==> config.mk <==
export PLATFORM = sky130hd
export DESIGN_NAME = player_laser
export DESIGN_NICKNAME = d
export VERILOG_FILES = /design/src/rtl/player_pkg.sv /design/src/rtl/tick_gen.sv /design/src/rtl/player_laser.sv
export SDC_FILE = /design/constraint.sdc
export NUM_CORES = 1
export LEC_CHECK = 0
export ABC_AREA = 1
export CORE_MARGIN = 10
export CORE_UTILIZATION = 40
export CTS_CLUSTER_DIAMETER = 80
export CTS_CLUSTER_SIZE = 8
export DETAILED_ROUTE_END_ITERATION = 12
export GPL_TIMING_DRIVEN = 0
export PLACE_DENSITY = 0.66
export SYNTH_ARGS = -nofsm -noshare
export SYNTH_HDL_FRONTEND = slang
export SYNTH_SLANG_ARGS = --single-unit
export TNS_END_PERCENT = 1
==> constraint.sdc <==
create_clock -name clk_i -period 2.43 [get_ports clk_i]
set_input_delay 0.6075 -clock clk_i [delete_from_list [all_inputs] [get_ports clk_i]]
set_output_delay 0.6075 -clock clk_i [all_outputs]
set_load 0.02 [all_outputs]
==> src/rtl/player_pkg.sv <==
// Shared player definitions: laser state encoding, screen geometry and borders.
// Used by the player ship, the player laser and the renderer.
package player_pkg;

  typedef enum logic [2:0] {
    LASER_IDLE     = 3'b001,
    LASER_FLYING   = 3'b010,
    LASER_COOLDOWN = 3'b100
  } laser_state_e;

  localparam int unsigned SCREEN_W = 640;
  localparam int unsigned SCREEN_H = 480;

  localparam logic [9:0] BORDER_LEFT  = 10'd8;
  localparam logic [9:0] BORDER_RIGHT = 10'd631;
  localparam logic [9:0] BORDER_TOP   = 10'd8;

  // True when one more upward step keeps y at or below the top border.
  function automatic logic can_step(
    input logic [9:0] y,
    input logic [9:0] top,
    input logic [3:0] step
  );
    return {1'b0, y} >= ({1'b0, top} + {7'd0, step});
  endfunction

endpackage

==> src/rtl/tick_gen.sv <==
// Divider producing a one-cycle tick every div_p enabled cycles.
// clr has priority over en and zeroes the count.
module tick_gen #(
  parameter logic [19:0] div_p = 20'd250000
) (
  input  logic clk,
  input  logic rst_n,
  input  logic en,
  input  logic clr,
  output logic tick
);

  localparam logic [19:0] LAST = div_p - 20'd1;

  logic [19:0] count;

  assign tick = en && !clr && (count == LAST);

  always_ff @(posedge clk) begin
    if (!rst_n) begin
      count <= '0;
    end else if (clr || tick) begin
      count <= '0;
    end else if (en) begin
      count <= count + 20'd1;
    end
  end

endmodule

==> src/rtl/player_laser.sv <==
// Player laser: launches on a fire edge, climbs to the top border, retires.
// Optional post-retire cooldown is built when PLAYER_LASER_COOLDOWN_EN is defined.
module player_laser
  import player_pkg::*;
#(
  parameter logic [11:0] color_p      = 12'b1111_1111_0000,
  parameter logic [9:0]  spawn_y_p    = 10'd440,
  parameter logic [9:0]  top_border_p = 10'd8,
  parameter logic [3:0]  step_p       = 4'd4,
  parameter logic [19:0] div_p        = 20'd250000
`ifdef PLAYER_LASER_COOLDOWN_EN
  ,
  parameter logic [19:0] cooldown_p   = 20'd500000
`endif
) (
  input  logic       clk_i,
  input  logic       reset_n_i,
  input  logic       fire_i,
  input  logic [9:0] gun_pos_i,
  input  logic       alive_i,
  input  logic       freeze_i,
  input  logic       hit_enemy_i,
  output logic       active_o,
  output logic       fired_o,
  output logic [9:0] laser_x_o,
  output logic [9:0] laser_y_o,
  output logic [3:0] laser_red_o,
  output logic [3:0] laser_green_o,
  output logic [3:0] laser_blue_o,
  output logic [2:0] state_o
);

  localparam logic [2:0] ST_IDLE   = LASER_IDLE;
  localparam logic [2:0] ST_FLYING = LASER_FLYING;
`ifdef PLAYER_LASER_COOLDOWN_EN
  localparam logic [2:0] ST_COOL   = LASER_COOLDOWN;
  localparam logic [2:0] ST_RETIRE = ST_COOL;
`else
  localparam logic [2:0] ST_RETIRE = ST_IDLE;
`endif

  logic [2:0] state;
  logic [2:0] state_n;
  logic [9:0] x_q;
  logic [9:0] x_n;
  logic [9:0] y_q;
  logic [9:0] y_n;
  logic       fire_q;
  logic       fired_q;
  logic       fired_n;
  logic       active_q;

  logic launch;
  logic in_flight;
  logic step_tick;
  logic retire;

  assign launch    = fire_i & ~fire_q;
  assign in_flight = (state == ST_FLYING);

  tick_gen #(
    .div_p(div_p)
  ) u_step (
    .clk  (clk_i),
    .rst_n(reset_n_i),
    .en   (in_flight & alive_i & ~freeze_i),
    .clr  (~in_flight),
    .tick (step_tick)
  );

`ifdef PLAYER_LASER_COOLDOWN_EN
  logic in_cool;
  logic cool_tick;

  assign in_cool = (state == ST_COOL);

  tick_gen #(
    .div_p(cooldown_p)
  ) u_cool (
    .clk  (clk_i),
    .rst_n(reset_n_i),
    .en   (in_cool & alive_i & ~freeze_i),
    .clr  (~in_cool),
    .tick (cool_tick)
  );
`endif

  // Cancel beats hit beats a border step; the border compare precedes the subtract.
  assign retire = !alive_i
    || (!freeze_i && hit_enemy_i)
    || (!freeze_i && step_tick
        && !can_step(y_q, top_border_p, step_p));

  always_comb begin
    state_n = state;
    x_n     = x_q;
    y_n     = y_q;
    fired_n = 1'b0;
    case (state)
      ST_IDLE: begin
        if (launch && alive_i && !freeze_i) begin
          state_n = ST_FLYING;
          x_n     = gun_pos_i;
          y_n     = spawn_y_p;
          fired_n = 1'b1;
        end
      end
      ST_FLYING: begin
        if (retire) begin
          state_n = ST_RETIRE;
          y_n     = spawn_y_p;
        end else if (!freeze_i && step_tick) begin
          y_n = y_q - {6'd0, step_p};
        end
      end
`ifdef PLAYER_LASER_COOLDOWN_EN
      ST_COOL: begin
        if (!alive_i || cool_tick) begin
          state_n = ST_IDLE;
        end
      end
`endif
      default: begin
        state_n = ST_IDLE;
      end
    endcase
  end

  always_ff @(posedge clk_i) begin
    if (!reset_n_i) begin
      state    <= ST_IDLE;
      x_q      <= '0;
      y_q      <= spawn_y_p;
      fire_q   <= 1'b0;
      fired_q  <= 1'b0;
      active_q <= 1'b0;
    end else begin
      state    <= state_n;
      x_q      <= x_n;
      y_q      <= y_n;
      fired_q  <= fired_n;
      active_q <= (state_n == ST_FLYING);
      if (!freeze_i) begin
        fire_q <= fire_i;
      end
    end
  end

  assign active_o      = active_q;
  assign fired_o       = fired_q;
  assign laser_x_o     = x_q;
  assign laser_y_o     = y_q;
  assign state_o       = state;
  assign laser_red_o   = color_p[11:8];
  assign laser_green_o = color_p[7:4];
  assign laser_blue_o  = color_p[3:0];

endmodule

# Yosys cells after proc, flatten, opt, wreduce, memory -nomap -nowiden
# Index checks and enable logic that the tools add are counted.
[classes]
div = 0
magnitude_cmp = 1
n_mux = 8
addsub = 2
bitwise = 7
n_eq_ne = 6
n_mul = 0
n_reduce_logical = 18
n_shift = 0
[op_table]
columns = ["cell", "n"]
rows = [
  ["$mux 10", 3],
  ["$add 20x1->20 const B", 1],
  ["$eq 20x18->1 const B", 1],
  ["$pmux 10 s2", 1],
  ["$ge 10x4->1 const B", 1],
  ["$sub 10x3->10 const B", 1],
  ["$logic_and 1x1->1", 7],
  ["$eq 3x2->1 const B", 2],
  ["$mux 3", 2],
  ["$pmux 3 s2", 1],
  ["$not 1->1", 4],
  ["$reduce_and 2->1", 2],
  ["$and 1x1->1", 3],
  ["$eq 3x1->1 const B", 1],
  ["$logic_not 1->1", 3],
  ["$logic_or 1x1->1", 3],
  ["$ne 3x1->1 const B", 1],
  ["$reduce_and 3->1", 1],
  ["$ne 2x2->1 const B", 1],
  ["$reduce_bool 2->1", 1],
  ["$reduce_or 2->1", 1],
  ["$mux 1", 1],
]
[word_totals]
input_bits = 16
reg_bits = 46
latch_bits = 0
mem_bits_ro = 0
mem_bits_rw = 0
word_cells = 49
n_memories = 0

# Longest topological paths before layout
# Gate-level depths: netlist of run 1.
[depth]
word_depth = 11
depth_mapped = 11
depth_no_buf = 11

# Modules after synthesis
# Synthesis of run 1 repeated with hierarchy kept, for this count alone.
[hier_totals]
hier_cells = 327
hier_area_um2 = 2301.0
[by_module_without_submodules]
columns = ["module", "seq_area_each_um2", "area_per_inst_um2", "instances", "cells_each"]
rows = [
  ["player_laser", 480.5, 1224.9, 1, 164],
  ["tick_gen", 400.4, 1076.0, 1, 163],
]

# Least setup slack after synthesis of run 1
# OpenSTA, ideal clock, no wires.
[synth_path]
path_kind = "input to register"
startpoint = "input port alive_i"
endpoint = "register u_step.count[17]"
arrival_ps = 1519
slack_ps = 797
path_stages = 9
cell_sequence = "inv_1 -> nor2_2 -> nand3_4 -> nor2_4 -> nand2_4 -> nor2_4 -> nand3_1 -> xor2_1 -> nor2_2"
[synth_between]
elab_chain_len = 6
[synth_rtl]
columns = ["element", "line_no", "source"]
rows = [
  ["from (decl)", "player_laser.sv:20", "input logic alive_i,"],
  ["$and 1x1->1 * (2 in series)", "player_laser.sv:66", ".en (in_flight & alive_i & ~freeze_i),"],
  ["$logic_and 1x1->1 (2 in series)", "tick_gen.sv:17", "assign tick = en && !clr && (count == LAST);"],
  ["$logic_or 1x1->1", "tick_gen.sv:22", "end else if (clr || tick) begin"],
  ["$reduce_or 2->1 (no source line)", "--", ""],
  ["to (signal assigned)", "tick_gen.sv:25", "count <= count + 20'd1;"],
  ["to (decl)", "tick_gen.sv:15", "logic [19:0] count;"],
]
# Every way passes the cells marked *; elsewhere a longest branch is shown, timed or not.
# A chain may end at the register's enable or synchronous reset.

# Final worst setup path of run 1
[layout_path]
startpoint = "register y_q[6] (netlist: laser_y_o[6])"
endpoint = "output port laser_y_o[6]"
[layout_lines]
columns = ["element", "line_no", "source"]
rows = [
  ["from (decl)", "player_laser.sv:46", "logic [9:0] y_q;"],
  ["from (signal assigned)", "player_laser.sv:133", "y_q <= spawn_y_p;"],
  ["from (signal assigned)", "player_laser.sv:140", "y_q <= y_n;"],
  ["to (decl)", "player_laser.sv:26", "output logic [9:0] laser_y_o,"],
]
# No word-level cell between the ends.

==> impl_metrics.py, run 1 <==
metrics = {
    "sta": {
        "rsz0062_at_grt": "no",
        "fmax_mhz": 502,
        "period_minus_slack_ns": 1.99,
        "fin_skew_ns": 0.00620,
        "slew_viol_final": 0,
        "finalSetupViolations": 0,
        "hold_ws_ns": 0.464,
        "timing_hold_violations_final": 0,
        "final.setup.tns_ns": 0,
        "fin_crit_sh_pct": 82.0,
    },
    "critical_path": {
        "arrival_ns": 1.39,
        "slowest_stage": "clkdlybuf4s50_1",
        "critical-path-top-delay-family": "buffers and inverters",
        "slowest_delay_ns": 0.65,
        "path_class": "reg2out",
        "crit_fanout": 6,
        "r2r_cells": 10,
        "cp.required_ns": 1.82,
        "end_kind": "output port",
        "path_cells": "clkdlybuf4s50_1",
        "crit_buf_inv": 1,
        "worstSetupStartpointType": "register",
        "cp_num_cells": 1,
    },
    "clocking": {
        "cts.htree.levels": 2,
        "postCtsResizedCells": 0,
        "path_clk_slew_ns": 0.09,
        "cts_tree": "yes",
        "cts_buffers": 5,
        "clockBufferDepth": 2,
        "clock-sinks": 44,
        "ctsHoldBuffers": 0,
        "cts-root-buf": "clkbuf_8",
        "cts_setup_buffers": 0,
        "clkLatencyLatePin_ns": 0.30,
    },
    "finish": {
        "nNetsFinal": 410,
        "drive_gt1_share_pct": 12.5,
        "final_cell_mix": "nand2_1 (61), nor2_1 (53), dfxtp_1 (44)",
        "regArea_um2": 881,
        "finalNonFillerCells": 463,
        "fillerInstances": 600,
        "multi_input_area_mm2": 0.00121,
        "n_antenna_cell": 0,
        "area_delta_synth_final_pct": 26.2,
        "layout.cells.most_common": "nand2_1",
    },
    "detailed_routing": {
        "drt-initial-drc-count": 71,
        "vias": 2075,
        "routed_via_density": 4.48,
        "ant_nets": 0,
        "drc": 0,
        "dr.pass1.iters": 4,
        "wl_per_cell_um": 11.4,
        "drt_wl_total_mm": 5.28,
    },
    "power": {
        "pwr-share-clk_pct": 35.1,
        "sequentialPowerShare_pct": 55.3,
        "power_switching_share_pct": 25.4,
        "p_per_area_mw_per_mm2": 454,
        "leakage_nw": 1.19,
        "comb_power_share_pct": 9.6,
        "intPower_w": 0.000997,
        "max-vdd-ir-drop_mv": 0.338,
        "p_sw_w": 0.000339,
    },
    "hold_path": {
        "hp-class": "reg2reg",
        "worstHoldPathCells": 2,
    },
    "synth": {
        "ys_seq_area_share_pct": 37.8,
        "yosys_register_bits": 44,
        "ys_types": 34,
        "synth_area_per_cell_um2": 7.02,
        "yosys_warnings": 0,
        "syn_area_mm2": 0.00233,
        "synth_cells": 332,
    },
    "floorplanning": {
        "num_rows": 27,
        "die_area_mm2": 0.00929,
        "dieHeight_um": 96.4,
        "fp.coreArea_mm2": 0.00557,
        "dieWidth_um": 96.4,
        "io_pins": 53,
        "start_util_pct": 41.8,
    },
    "global_routing": {
        "gr-total-overflow": 0,
        "grt_pass1_vias": 1973,
        "grt_usage_pct": 11.9,
        "grt_max_degree": 16,
        "grt_antenna_before_repair": 0,
        "grt_pass1_wl_mm": 8.83,
    },
    "place": {
        "dpl.hpwl_mm": 4.13,
        "gp_congestion": 0.884,
        "dp_cells": 455,
        "io_buffer_count": 38,
    },
    "flow_run": {
        "drv_cap": 0,
    },
    "run_status": {
        "outcome": "complete, no violations",
    },
}
power by group through the flow:
stage / logic [W] / registers (W) / clock network, W
3_3_place_gp: 0.000128 / 0.000755 / 0
6_report: 0.000129 / 0.000739 / 0.000469
5_1_grt: 0.000141 / 0.000740 / 0.000514
2_1_floorplan: 0.0000651 / 0.000766 / 0
3_5_place_dp: 0.000128 / 0.000755 / 0
4_1_cts: 0.000128 / 0.000739 / 0.000483
final cells by class:
type | count | share of cell area [%]
Multi-Input combinational cell | 239 | 41.1
Clock buffer | 5 | 2.34
Tap cell | 72 | 3.06
Inverter | 45 | 5.74
Clock inverter | 3 | 0.807
Sequential cell | 44 | 29.9
Timing Repair Buffer | 38 | 12.9
Buffer | 17 | 4.08
synthesized netlist by cell type (all sizes together):
library cell / count / area share [%]
inv: 44 / 7.1
nand2: 66 / 11
nand4: 4 / 1.3
clkinv: 1 / 0.16
dfxtp: 44 / 38
buf: 15 / 4.8
nor3: 8 / 1.9
xnor2: 3 / 1.1
clkbuf: 2 / 0.32
o21bai: 1 / 0.48
ha: 4 / 2.1
conb: 2 / 0.32
nand3: 22 / 5.5
o21ai: 19 / 4.1
nor2: 65 / 13
o2111ai: 1 / 0.38
a21oi: 21 / 4.7
xor2: 4 / 1.5
o211ai: 1 / 0.32
o21a: 3 / 0.97
nor4: 1 / 0.27
or2: 1 / 0.27
metrics by stage:
step	utilization [%]	total power [W]	area, µm²	worst slack, ns
after floorplan	-	0.000831	2380	0.797
after global placement	51.2	0.000883	2850	0.148
after detailed placement	51.2	0.000883	2850	0.141
after CTS	52.8	0.00135	2940	0.428
after global routing	52.8	0.00140	2940	0.287
final	52.8	0.00134	2940	0.436
sequential cells by signal (all words and copies together), names as in the netlist:
register,flops
laser_y_o,8
u_step.count,20
active_o,1
laser_x_o,10
fired_o,1
fire_q,1
state_o,3
metal layers:
metal	track usage [%]	share of wire, %	vias to the layer above
met2	20.2	47	45
met1	13.3	44	893
met3	5.14	8.1	4
met4	3.27	0.87	0
met5	0	0	-
li1	-	-	1133
worst paths after layout:
check,startpoint,slack (ns),endpoint
worst max-delay path,laser_y_o[6],0.44,laser_y_o[6]
worst min-delay path,u_step.count[14],0.46,u_step.count[14]
worst max register to register,u_step.count[0],0.72,laser_y_o[7]
worst min register to register,u_step.count[14],0.46,u_step.count[14]
logic make-up after synthesis:
logic type	synth area share [%]
simple gates	33.9
buf+inv	12.4
compound gates	10.9
flops	37.8
xor+xnor	2.63
fa+ha+maj	2.15
other cells	0.322
(Power assumes the default switching activity.)
==> inputs of run 2 (changes only) <==
clock period = 1.9 ns   (was 2.43 ns; I/O delays follow)
==> impl_metrics.py, run 2 (synthesized netlist as in run 1, its figures left out) <==
metrics = {
    "detailed_routing": {
        "wl_per_cell_um": 11.4,
        "vias": 2108,
        "drt_wl_total_mm": 5.32,
        "ant_nets": 0,
        "drc": 0,
        "routed_via_density": 4.53,
        "dr.pass1.iters": 4,
        "drt-initial-drc-count": 75,
    },
    "flow_run": {
        "drv_cap": 0,
    },
    "sta": {
        "finalSetupViolations": 0,
        "timing_hold_violations_final": 0,
        "fmax_mhz": 544,
        "setup_ws_ns": 0.0633,
        "rsz0062_at_grt": "yes",
        "final.setup.tns_ns": 0,
        "slew_viol_final": 0,
        "period_minus_slack_ns": 1.84,
        "fin_crit_sh_pct": 96.7,
        "fin_skew_ns": 0.00553,
    },
    "critical_path": {
        "rrSetupSlack_ns": 0.17,
        "rr_endpoint": "laser_y_o[9]",
        "crit_buf_inv": 1,
        "reg2reg_from": "u_step.count[0]",
        "cp.required_ns": 1.42,
        "crit_start": "laser_y_o[9]",
        "slowest_delay_ns": 0.65,
        "arrival_ns": 1.36,
        "endpoint": "laser_y_o[9]",
        "path_cells": "clkdlybuf4s50_1",
        "worstSetupStartpointType": "register",
        "cp_num_cells": 1,
        "critical-path-top-delay-family": "buffers and inverters",
        "path_class": "reg2out",
        "crit_fanout": 5,
        "slowest_stage": "clkdlybuf4s50_1",
        "end_kind": "output port",
        "r2r_cells": 11,
    },
    "floorplanning": {
        "fp.coreArea_mm2": 0.00557,
        "io_pins": 53,
        "die_area_mm2": 0.00929,
        "start_util_pct": 41.8,
        "dieHeight_um": 96.4,
        "dieWidth_um": 96.4,
        "num_rows": 27,
    },
    "clocking": {
        "clkLatencyLatePin_ns": 0.30,
        "ctsHoldBuffers": 0,
        "cts-root-buf": "clkbuf_8",
        "clockBufferDepth": 2,
        "cts_tree": "yes",
        "cts.htree.levels": 2,
        "clock-sinks": 44,
        "cts_buffers": 5,
        "path_clk_slew_ns": 0.09,
    },
    "power": {
        "leakage_nw": 1.21,
        "max-vdd-ir-drop_mv": 0.433,
        "total_power_w": 0.00171,
        "p_per_area_mw_per_mm2": 574,
    },
    "place": {
        "dpl_worst_slack_ns": -0.256,
        "gp_congestion": 0.884,
        "dpl.hpwl_mm": 4.13,
        "dp_cells": 455,
        "io_buffer_count": 38,
    },
    "hold_path": {
        "hp-class": "reg2reg",
    },
    "finish": {
        "finalNonFillerCells": 465,
        "regArea_um2": 881,
        "drive_gt1_share_pct": 13.7,
        "largest_reg_flops": 20,
        "final_cell_mix": "nand2_1 (60), nor2_1 (53), dfxtp_1 (44)",
        "area_delta_synth_final_pct": 27.7,
        "registers.top_by_ff_count": "u_step.count",
        "layout.cells.most_common": "nand2_1",
        "nNetsFinal": 412,
        "fillerInstances": 593,
        "n_antenna_cell": 0,
        "multi_input_area_mm2": 0.00122,
    },
    "run_status": {
        "outcome": "complete, no violations",
    },
    "global_routing": {
        "grt_pass1_vias": 1973,
        "grt_usage_pct": 11.9,
        "gr-total-overflow": 0,
        "grt_antenna_before_repair": 0,
        "grt_pass1_wl_mm": 8.83,
        "grt_max_degree": 16,
    },
}
-- run 2: cell count changes in the layout (fill, tap and decap cells not counted), sizes merged --
cell,delta
clkdlybuf4s50,-5
buf,+2
dlymetal6s2s,+5
-- run 2: routing by layer --
| metal | global-route usage, % | vias up | wire, µm |
|---|---|---|---|
| met3 | 5.14 | 4 | 393 |
| li1 | - | 1133 | - |
| met5 | 0 | - | 0 |
| met4 | 3.27 | 0 | 46 |
| met1 | 13.3 | 928 | 2340 |
| met2 | 20.2 | 43 | 2540 |
-- run 2: area by class of cell --
type	instances	share of cell area, %
well taps	72	3.03
clock buffers	5	2.31
inverters	45	5.67
clock inverters	3	0.798
repair buffers	40	13.7
multi-input cells	239	40.9
plain buffers	17	4.03
flip-flops and latches	44	29.6
-- run 2: how the worst min path moves through the flow --
stage                           startpoint          endpoint  depth (start not counted)
after global placement    u_step.count[14]  u_step.count[14]                          2
after floorplan           u_step.count[14]  u_step.count[14]                          2
after global routing          laser_x_o[1]      laser_x_o[1]                          2
after CTS                 u_step.count[14]  u_step.count[14]                          2
after detailed placement  u_step.count[14]  u_step.count[14]                          2
final                     u_step.count[14]  u_step.count[14]                          2
-- run 2: what timing repair did --
item,CTS,global route
endpoints found under the setup margin,0,20
gates resized for setup,0,8
hold endpoints to repair,0,0
buffers inserted,0,2
-- run 2: through the flow --
step | utilization, % | cell area [µm²] | hold WS, ns
detailed placement | 51.2 | 2850 | 0.455
global placement | 51.2 | 2850 | 0.457
CTS | 52.8 | 2940 | 0.467
global route | 53.4 | 2980 | 0.506
floorplan | - | 2380 | 0.435
finish | 53.4 | 2980 | 0.466
-- run 2: where the power goes --
| part | internal, W | switching (W) |
|---|---|---|
| logic | 0.0000801 | 0.0000850 |
| clock network | 0.000261 | 0.000339 |
| registers | 0.000935 | 0.00000982 |
| total | 0.00128 | 0.000434 |
